`src/rtl/dmem_responder.sv`:
```
// dmem_responder: multi-cycle data-memory target for the MIPS load/store port.
// It accepts one word request, waits WAIT_CYCLES cycles, then commits the
// store or fetches the load word. The result is held under a valid/ready
// handshake. Only one request is outstanding at a time, so a load that
// follows a store to the same word always sees the stored data.
module dmem_responder #(
    parameter int DEPTH_WORDS = 64,
    parameter int WAIT_CYCLES = 2
) (
    input  logic        clk,
    input  logic        reset,
    input  logic        req_valid,
    input  logic        req_we,
    input  logic [31:0] req_addr,
    input  logic [31:0] req_wdata,
    output logic        req_ready,
    output logic        resp_valid,
    input  logic        resp_ready,
    output logic [31:0] resp_rdata,
    output logic        resp_err
);

    localparam int          IDX_W      = (DEPTH_WORDS > 1) ? $clog2(DEPTH_WORDS) : 1;
    localparam logic [29:0] DEPTH_LIM  = 30'(DEPTH_WORDS);
    localparam logic [3:0]  WAIT_INIT  = 4'(WAIT_CYCLES);

    typedef enum logic [1:0] {
        IDLE = 2'd0,
        BUSY = 2'd1,
        RESP = 2'd2
    } state_t;

    state_t      state_q, state_d;
    logic [3:0]  cnt_q, cnt_d;
    logic        we_q, we_d;
    logic [31:0] addr_q, addr_d;
    logic [31:0] wdata_q, wdata_d;
    logic        resp_valid_q, resp_valid_d;
    logic [31:0] resp_rdata_q, resp_rdata_d;
    logic        resp_err_q, resp_err_d;

    logic [31:0] mem [DEPTH_WORDS];

    // Commit-side signals. These select between the incoming request and
    // the latched one, depending on which edge enters RESP.
    logic             accept;
    logic             commit;
    logic             c_we;
    logic [31:0]      c_addr;
    logic [31:0]      c_wdata;
    logic             c_err;
    logic [IDX_W-1:0] c_idx;
    logic             mem_we;

    // Ready is open in IDLE. In RESP it follows resp_ready, so the requester
    // can issue its next request in the same cycle it takes a response.
    always_comb begin
        req_ready = (state_q == IDLE) || ((state_q == RESP) && resp_ready);
    end

    // Next-state, request latching and commit/response computation
    always_comb begin
        // NOTE: every variable gets a default here, so no path can leave it unassigned and infer a latch.
        state_d      = state_q;
        cnt_d        = cnt_q;
        we_d         = we_q;
        addr_d       = addr_q;
        wdata_d      = wdata_q;
        resp_valid_d = resp_valid_q;
        resp_rdata_d = resp_rdata_q;
        resp_err_d   = resp_err_q;
        commit       = 1'b0;
        c_we         = we_q;
        c_addr       = addr_q;
        c_wdata      = wdata_q;

        accept = req_valid && req_ready;

        if (accept) begin
            we_d    = req_we;
            addr_d  = req_addr;
            wdata_d = req_wdata;
            cnt_d   = WAIT_INIT;
            if (WAIT_CYCLES == 0) begin
                // Zero wait: commit on the accepting edge, using the live request
                state_d = RESP;
                commit  = 1'b1;
                c_we    = req_we;
                c_addr  = req_addr;
                c_wdata = req_wdata;
            end else begin
                state_d      = BUSY;
                resp_valid_d = 1'b0;
                resp_err_d   = 1'b0;
            end
        end else begin
            case (state_q)
                BUSY: begin
                    cnt_d = cnt_q - 4'd1;
                    if (cnt_q <= 4'd1) begin
                        state_d = RESP;
                        commit  = 1'b1;
                        cnt_d   = 4'd0;
                    end
                end
                RESP: begin
                    if (resp_ready) begin
                        state_d      = IDLE;
                        resp_valid_d = 1'b0;
                        resp_err_d   = 1'b0;
                    end
                end
                default: ;
            endcase
        end

        // Upper address bits only take part in the range check
        c_err  = (c_addr[1:0] != 2'b00) || (c_addr[31:2] >= DEPTH_LIM);
        c_idx  = c_addr[IDX_W+1:2];
        mem_we = commit && c_we && !c_err;

        if (commit) begin
            resp_valid_d = 1'b1;
            resp_err_d   = c_err;
            resp_rdata_d = (c_we || c_err) ? 32'd0 : mem[c_idx];
        end
    end

    // Control and response registers. The async reset drops any pending
    // request; a store that has not reached RESP is never written.
    always_ff @(posedge clk or posedge reset) begin
        if (reset) begin
            state_q      <= IDLE;
            cnt_q        <= 4'd0;
            we_q         <= 1'b0;
            addr_q       <= 32'd0;
            wdata_q      <= 32'd0;
            resp_valid_q <= 1'b0;
            resp_rdata_q <= 32'd0;
            resp_err_q   <= 1'b0;
        end else begin
            // NOTE: state updates use non-blocking assignments, so every flop samples pre-edge values.
            state_q      <= state_d;
            cnt_q        <= cnt_d;
            we_q         <= we_d;
            addr_q       <= addr_d;
            wdata_q      <= wdata_d;
            resp_valid_q <= resp_valid_d;
            resp_rdata_q <= resp_rdata_d;
            resp_err_q   <= resp_err_d;
        end
    end

    // Word RAM write port; a store commits on the edge that enters RESP
    always_ff @(posedge clk) begin
        // NOTE: the RAM has no reset, so it can map onto plain on-chip memory.
        if (mem_we) begin
            mem[c_idx] <= c_wdata;
        end
    end

    assign resp_valid = resp_valid_q;
    assign resp_rdata = resp_rdata_q;
    assign resp_err   = resp_err_q;

endmodule

```
`config.mk`:
```
export PLATFORM = sky130hd
export DESIGN_NAME = dmem_responder
export DESIGN_NICKNAME = d
export VERILOG_FILES = /design/src/rtl/dmem_responder.sv
export SDC_FILE = /design/constraint.sdc
export NUM_CORES = 2
export LEC_CHECK = 0
export BUFFER_PORTS_ARGS = -buffer_cell sky130_fd_sc_hd__buf_2
export CAP_MARGIN = 20
export CORE_ASPECT_RATIO = 1.4
export CORE_MARGIN = 4
export CORE_UTILIZATION = 50
export DETAILED_ROUTE_END_ITERATION = 16
export PLACE_DENSITY = 0.74
export SLEW_MARGIN = 20
export SYNTH_ARGS = -nofsm -noshare
export SYNTH_HDL_FRONTEND = slang
export SYNTH_SLANG_ARGS = --single-unit
```
`constraint.sdc`:
```
create_clock -name clk -period 4.9 [get_ports clk]
set_input_delay 0.49 -clock clk [delete_from_list [all_inputs] [get_ports clk]]
set_output_delay 0.49 -clock clk [all_outputs]
set_load 0.02 [all_outputs]
```
==> results summary <==
Counting along the longest clock path gives a buffer depth of 3. The number of antenna-violating nets in the routed design is 0. The setup path with the least slack is of type reg2reg.

The area of the core region is between 0.15 and 0.2 mm^2. The total congestion overflow is 0. The final-layout fill cell count is 11.6k. In this run the static leakage power is 29.4 nW.

The number of vias in the routed layout came out at 47.3k. The maximum single-stage delay on the critical path is just under 0.8 ns. The die outline area is 0.171 mm^2.

The global placer's final weighted congestion is 0.956. The cell with the most instances on the worst path is sky130_fd_sc_hd__buf_4. The relative max-transition margin is 12.5%. The count of buffers from port buffering came out at 103. The post-detailed-placement cell area came out at between 0.08 and 0.09 mm^2.

The biggest fanout along the worst timing path is 44. The cell sitting at the root of the clock tree is a sky130_fd_sc_hd__clkbuf_16. The horizontal extent of the die is between 300 and 400 um. The final-report setup violation count is 0.

TritonCTS built the clock tree. The worst IR drop on VDD is 853 uV. The worst-case clock skew came out at 0.0441 ns. The row count is around 180. The number of buffer and inverter stages on the critical path is 2. Setup repair after global routing left no endpoint under its margin. The number of synthesized flops with an enable pin came out at between 2k and 2.5k.

The main flop type after synthesis is sky130_fd_sc_hd__edfxtp_1. Ranked by total cell area, the synthesized netlist is headed by sky130_fd_sc_hd__edfxtp_1 (75%), sky130_fd_sc_hd__mux4_2 (6.5%), sky130_fd_sc_hd__dfrtp_1 (3.2%), sky130_fd_sc_hd__mux2_2 (2.5%), sky130_fd_sc_hd__o22ai_1 (2.0%). During synthesis, Yosys emitted a total of 0 warnings. The net count of the finished layout is 4628. The tightest min-delay check is of the in2reg type. Of all cell types, the one taking the most synthesized area is sky130_fd_sc_hd__edfxtp_1.

The cell area that synthesis handed to floorplanning was 0.0824 mm^2. The number of clock sinks came out at 2153. Entering global routing, the biggest net connects 136 pins. The post-CTS setup-driven buffer insertion count came out at 0.

In this run the power density over the cells is 592 mW/mm^2. Dividing the detail-routed wire length by the instance count gives 36.6 um. The die boundary height came out at 488 um.

The H-tree level count is 4. The number of slew-limit violations in the final report came out at 0. The global routing usage summed across all routing layers is 29.3%.

After detailed routing, the number of remaining DRC violations is 0. The kind of cell with the highest combined delay along the critical path is compound AO/OA/AOI/OAI gates. The initial antenna violation count is 19. The peak clock frequency supported by timing is 0.238 GHz. The first global-routing pass estimated ~350 mm of wire. The share of final-layout standard cells stronger than drive strength 1 is 23.8%. The average instance in the mapped netlist occupies around 19 um^2. Buffers inserted during clock tree synthesis total 184. The clock-pin transition on the worst setup and hold timing paths is 0.06 ns. For the worst-skew pair, the clock arrives at the later sink with an insertion delay of 0.82 ns. The slowest library cell on the worst path is sky130_fd_sc_hd__nand2_2. The routed via count divided by cell count is around 6.9. The number of standard cells after synthesis came out at 4265.

The proportion of netlist area held by the largest area contributor is between 70% and 80%. The count of cell types in the netlist is 79. Data on the critical path is required at its endpoint by about 5.6 ns.

Detailed placement ended at an HPWL of 149 mm. STA classifies the critical path endpoint as a register. The run finished with clean final reports. The worst setup path is launched from a register. The number of violations of the max-capacitance limit is 0. Cells fill 56.9% of the core in the end. The signed area change from the synthesized netlist to the final layout came out at 13.3%.

The aggregate routed wire length came out at 251 mm. The I/O pin count came out at 104. The via count of the first global-routing pass came out at 46.6k. Traced cell by cell, the critical path runs through nand2_2, buf_4, buf_4, o22ai_1, o21ai_0, o21ai_1, a2111oi_0, o211ai_1. The net count of the mapped netlist came out at 4336. The aggregate negative setup slack came out at 0 ns. For the pin with the worst max-slew slack, the measured transition is about 1.3 ns.

The violation count after the first detailed-route iteration is approximately 8k. The initial core utilization is 50.2%. Sequential cells were found to cover about 78% of the synthesized design area. The post-cts resize count is 0.

The first detailed-routing pass ran for 7 iterations. The final-report hold violation count is 0. The share of the cycle needed by the critical path after routing came out at 85.6%. The async set-reset flop share out of synthesis is 4.88%. In this run, synthesis produced a sequential element count of 2153. Once layout is done, the placed cells without fillers occupy 0.0933 mm^2.

The shortest period the worst path allows came out at between 4 and 5 ns. The data arrival time of the worst path came out at 4.85 ns.
[worst reg2reg max path: stages, from the launching register on]
cell                        delay (ns)
sky130_fd_sc_hd__dfrtp_4          0.74
sky130_fd_sc_hd__nand2_2          0.84
sky130_fd_sc_hd__buf_4            0.54
sky130_fd_sc_hd__buf_4            0.32
sky130_fd_sc_hd__o22ai_1          0.13
sky130_fd_sc_hd__o21ai_0          0.43
sky130_fd_sc_hd__o21ai_1          0.17
sky130_fd_sc_hd__a2111oi_0        0.66
sky130_fd_sc_hd__o211ai_1         0.19
[layer usage]
metal | vias to the layer above | part of all wire [%] | global-route usage, %
li1 | 18200 | - | -
met2 | 4235 | 46 | 44.8
met5 | - | 0.038 | 0
met1 | 23800 | 32 | 36.4
met4 | 14 | 8.0 | 18.4
met3 | 1035 | 15 | 9.37
[cell type report]
cell class	instances	area, um^2	area share (%)
Antenna cell	8	20.0	0.0215
Clock buffer	229	4920	5.27
Clock inverter	112	982	1.05
Inverter	12	53.8	0.0577
Multi-Input combinational cell	1833	17200	18.5
Sequential cell	2153	64200	68.8
Tap cell	2136	2670	2.86
Timing Repair Buffer	373	3200	3.43
[sequential cells by signal, indices dropped and copies added, names as in the netlist]
name,count
addr_q,32
c_wdata,32
c_we,1
cnt_q,4
mem,2048
resp_err,1
resp_rdata,32
resp_valid,1
state_q,2
[placed cells by master (no fill, tap or decap), types with 10 or more instances in the layout]
cell type                       netlist  final
sky130_fd_sc_hd__a2111oi_0           11     10
sky130_fd_sc_hd__a211oi_1            33     33
sky130_fd_sc_hd__a21oi_1            115    115
sky130_fd_sc_hd__a221oi_1            24     24
sky130_fd_sc_hd__a22o_1              11     11
sky130_fd_sc_hd__a22oi_1             15     15
sky130_fd_sc_hd__a2bb2oi_1           10     10
sky130_fd_sc_hd__a32o_1              16     16
sky130_fd_sc_hd__buf_12               0     39
sky130_fd_sc_hd__buf_2               76    103
sky130_fd_sc_hd__buf_4               48    165
sky130_fd_sc_hd__bufinv_16            0     12
sky130_fd_sc_hd__clkbuf_1            92     36
sky130_fd_sc_hd__clkbuf_16            0    189
sky130_fd_sc_hd__clkinv_1             0     43
sky130_fd_sc_hd__clkinv_2             0     37
sky130_fd_sc_hd__dfrtp_1            105     70
sky130_fd_sc_hd__dfrtp_2              0     22
sky130_fd_sc_hd__dfrtp_4              0     13
sky130_fd_sc_hd__dlygate4sd3_1        0     66
sky130_fd_sc_hd__edfxtp_1          2048   2048
sky130_fd_sc_hd__mux2_1              42     42
sky130_fd_sc_hd__mux2_2             182    182
sky130_fd_sc_hd__mux2i_1            129    129
sky130_fd_sc_hd__mux4_2             237    237
sky130_fd_sc_hd__nand2_1            153    150
sky130_fd_sc_hd__nand3_1             15     14
sky130_fd_sc_hd__nor2_1             163     99
sky130_fd_sc_hd__nor2_4               0     64
sky130_fd_sc_hd__nor2b_1             10     10
sky130_fd_sc_hd__nor3_1              18     17
sky130_fd_sc_hd__o211ai_1            10     10
sky130_fd_sc_hd__o21ai_0             87     87
sky130_fd_sc_hd__o21ai_1             26     26
sky130_fd_sc_hd__o221ai_1           107    107
sky130_fd_sc_hd__o22a_1              23     23
sky130_fd_sc_hd__o22ai_1            268    268
sky130_fd_sc_hd__o32ai_1             12     12
[cells in the mapped netlist, types with 16 or more instances]
| master | count |
|---|---|
| sky130_fd_sc_hd__buf_2 | 76 |
| sky130_fd_sc_hd__o21ai_0 | 87 |
| sky130_fd_sc_hd__nor3_1 | 18 |
| sky130_fd_sc_hd__a211oi_1 | 33 |
| sky130_fd_sc_hd__nor2_1 | 163 |
| sky130_fd_sc_hd__o221ai_1 | 107 |
| sky130_fd_sc_hd__o22ai_1 | 268 |
| sky130_fd_sc_hd__a221oi_1 | 24 |
| sky130_fd_sc_hd__dfrtp_1 | 105 |
| sky130_fd_sc_hd__o22a_1 | 23 |
| sky130_fd_sc_hd__nand2_1 | 153 |
| sky130_fd_sc_hd__buf_6 | 27 |
| sky130_fd_sc_hd__a21oi_1 | 115 |
| sky130_fd_sc_hd__edfxtp_1 | 2048 |
| sky130_fd_sc_hd__clkbuf_1 | 92 |
| sky130_fd_sc_hd__mux2_2 | 182 |
| sky130_fd_sc_hd__o21ai_1 | 26 |
| sky130_fd_sc_hd__buf_4 | 48 |
| sky130_fd_sc_hd__a32o_1 | 16 |
| sky130_fd_sc_hd__mux2i_1 | 129 |
| sky130_fd_sc_hd__mux2_1 | 42 |
| sky130_fd_sc_hd__buf_1 | 23 |
| sky130_fd_sc_hd__mux4_2 | 237 |
[report_power, final]
| group | internal [mW] | switching, mW | total [mW] |
|---|---|---|---|
| sequential | 23.2 | 1.39 | 24.5 |
| clock | 7.80 | 6.60 | 14.4 |
| combinational | 4.98 | 11.3 | 16.3 |
[path summary, 6_finish.rpt]
| path | startpoint | endpoint | slack [ns] | depth (start not counted) |
|---|---|---|---|---|
| worst max-delay path | addr_q[2] | resp_rdata[30] | 0.71 | 8 |
| worst min-delay path | req_valid | resp_valid | 0.05 | 4 |
| worst max register to register | addr_q[2] | resp_rdata[30] | 0.71 | 8 |
| worst min register to register | resp_rdata[23] | resp_rdata[23] | 0.50 | 1 |
| max in group asynchronous | reset | c_wdata[8] | 3.44 | 4 |
| min in group asynchronous | reset | addr_q[12] | 0.44 | 3 |
[repair_timing]
action                     in CTS  in global routing
setup endpoints to repair       0                  0
hold endpoints to repair      138                  0
hold buffers                   66                  0
[cells by family after synthesis]
logic type | Yosys count | synth area share (%)
mux | 590 | 11.1
compound gates | 820 | 6.84
flops | 2153 | 77.9
simple gates | 421 | 2.29
fa+ha+maj | 2 | 0.0304
buf+inv | 279 | 1.87
[metrics by stage]
step	power, mW	setup WS, ns	hold slack, ns	std cells
after floorplan	33.5	1.17	0.452	4265
after global placement	40.1	1.07	0.468	6440
after detailed placement	40.5	1.07	0.476	6441
after CTS	54.6	0.976	0.0100	6848
after global routing	56.3	0.828	0.0935	6849
final	55.2	0.705	0.0512	6856
(Power assumes the default switching activity.)
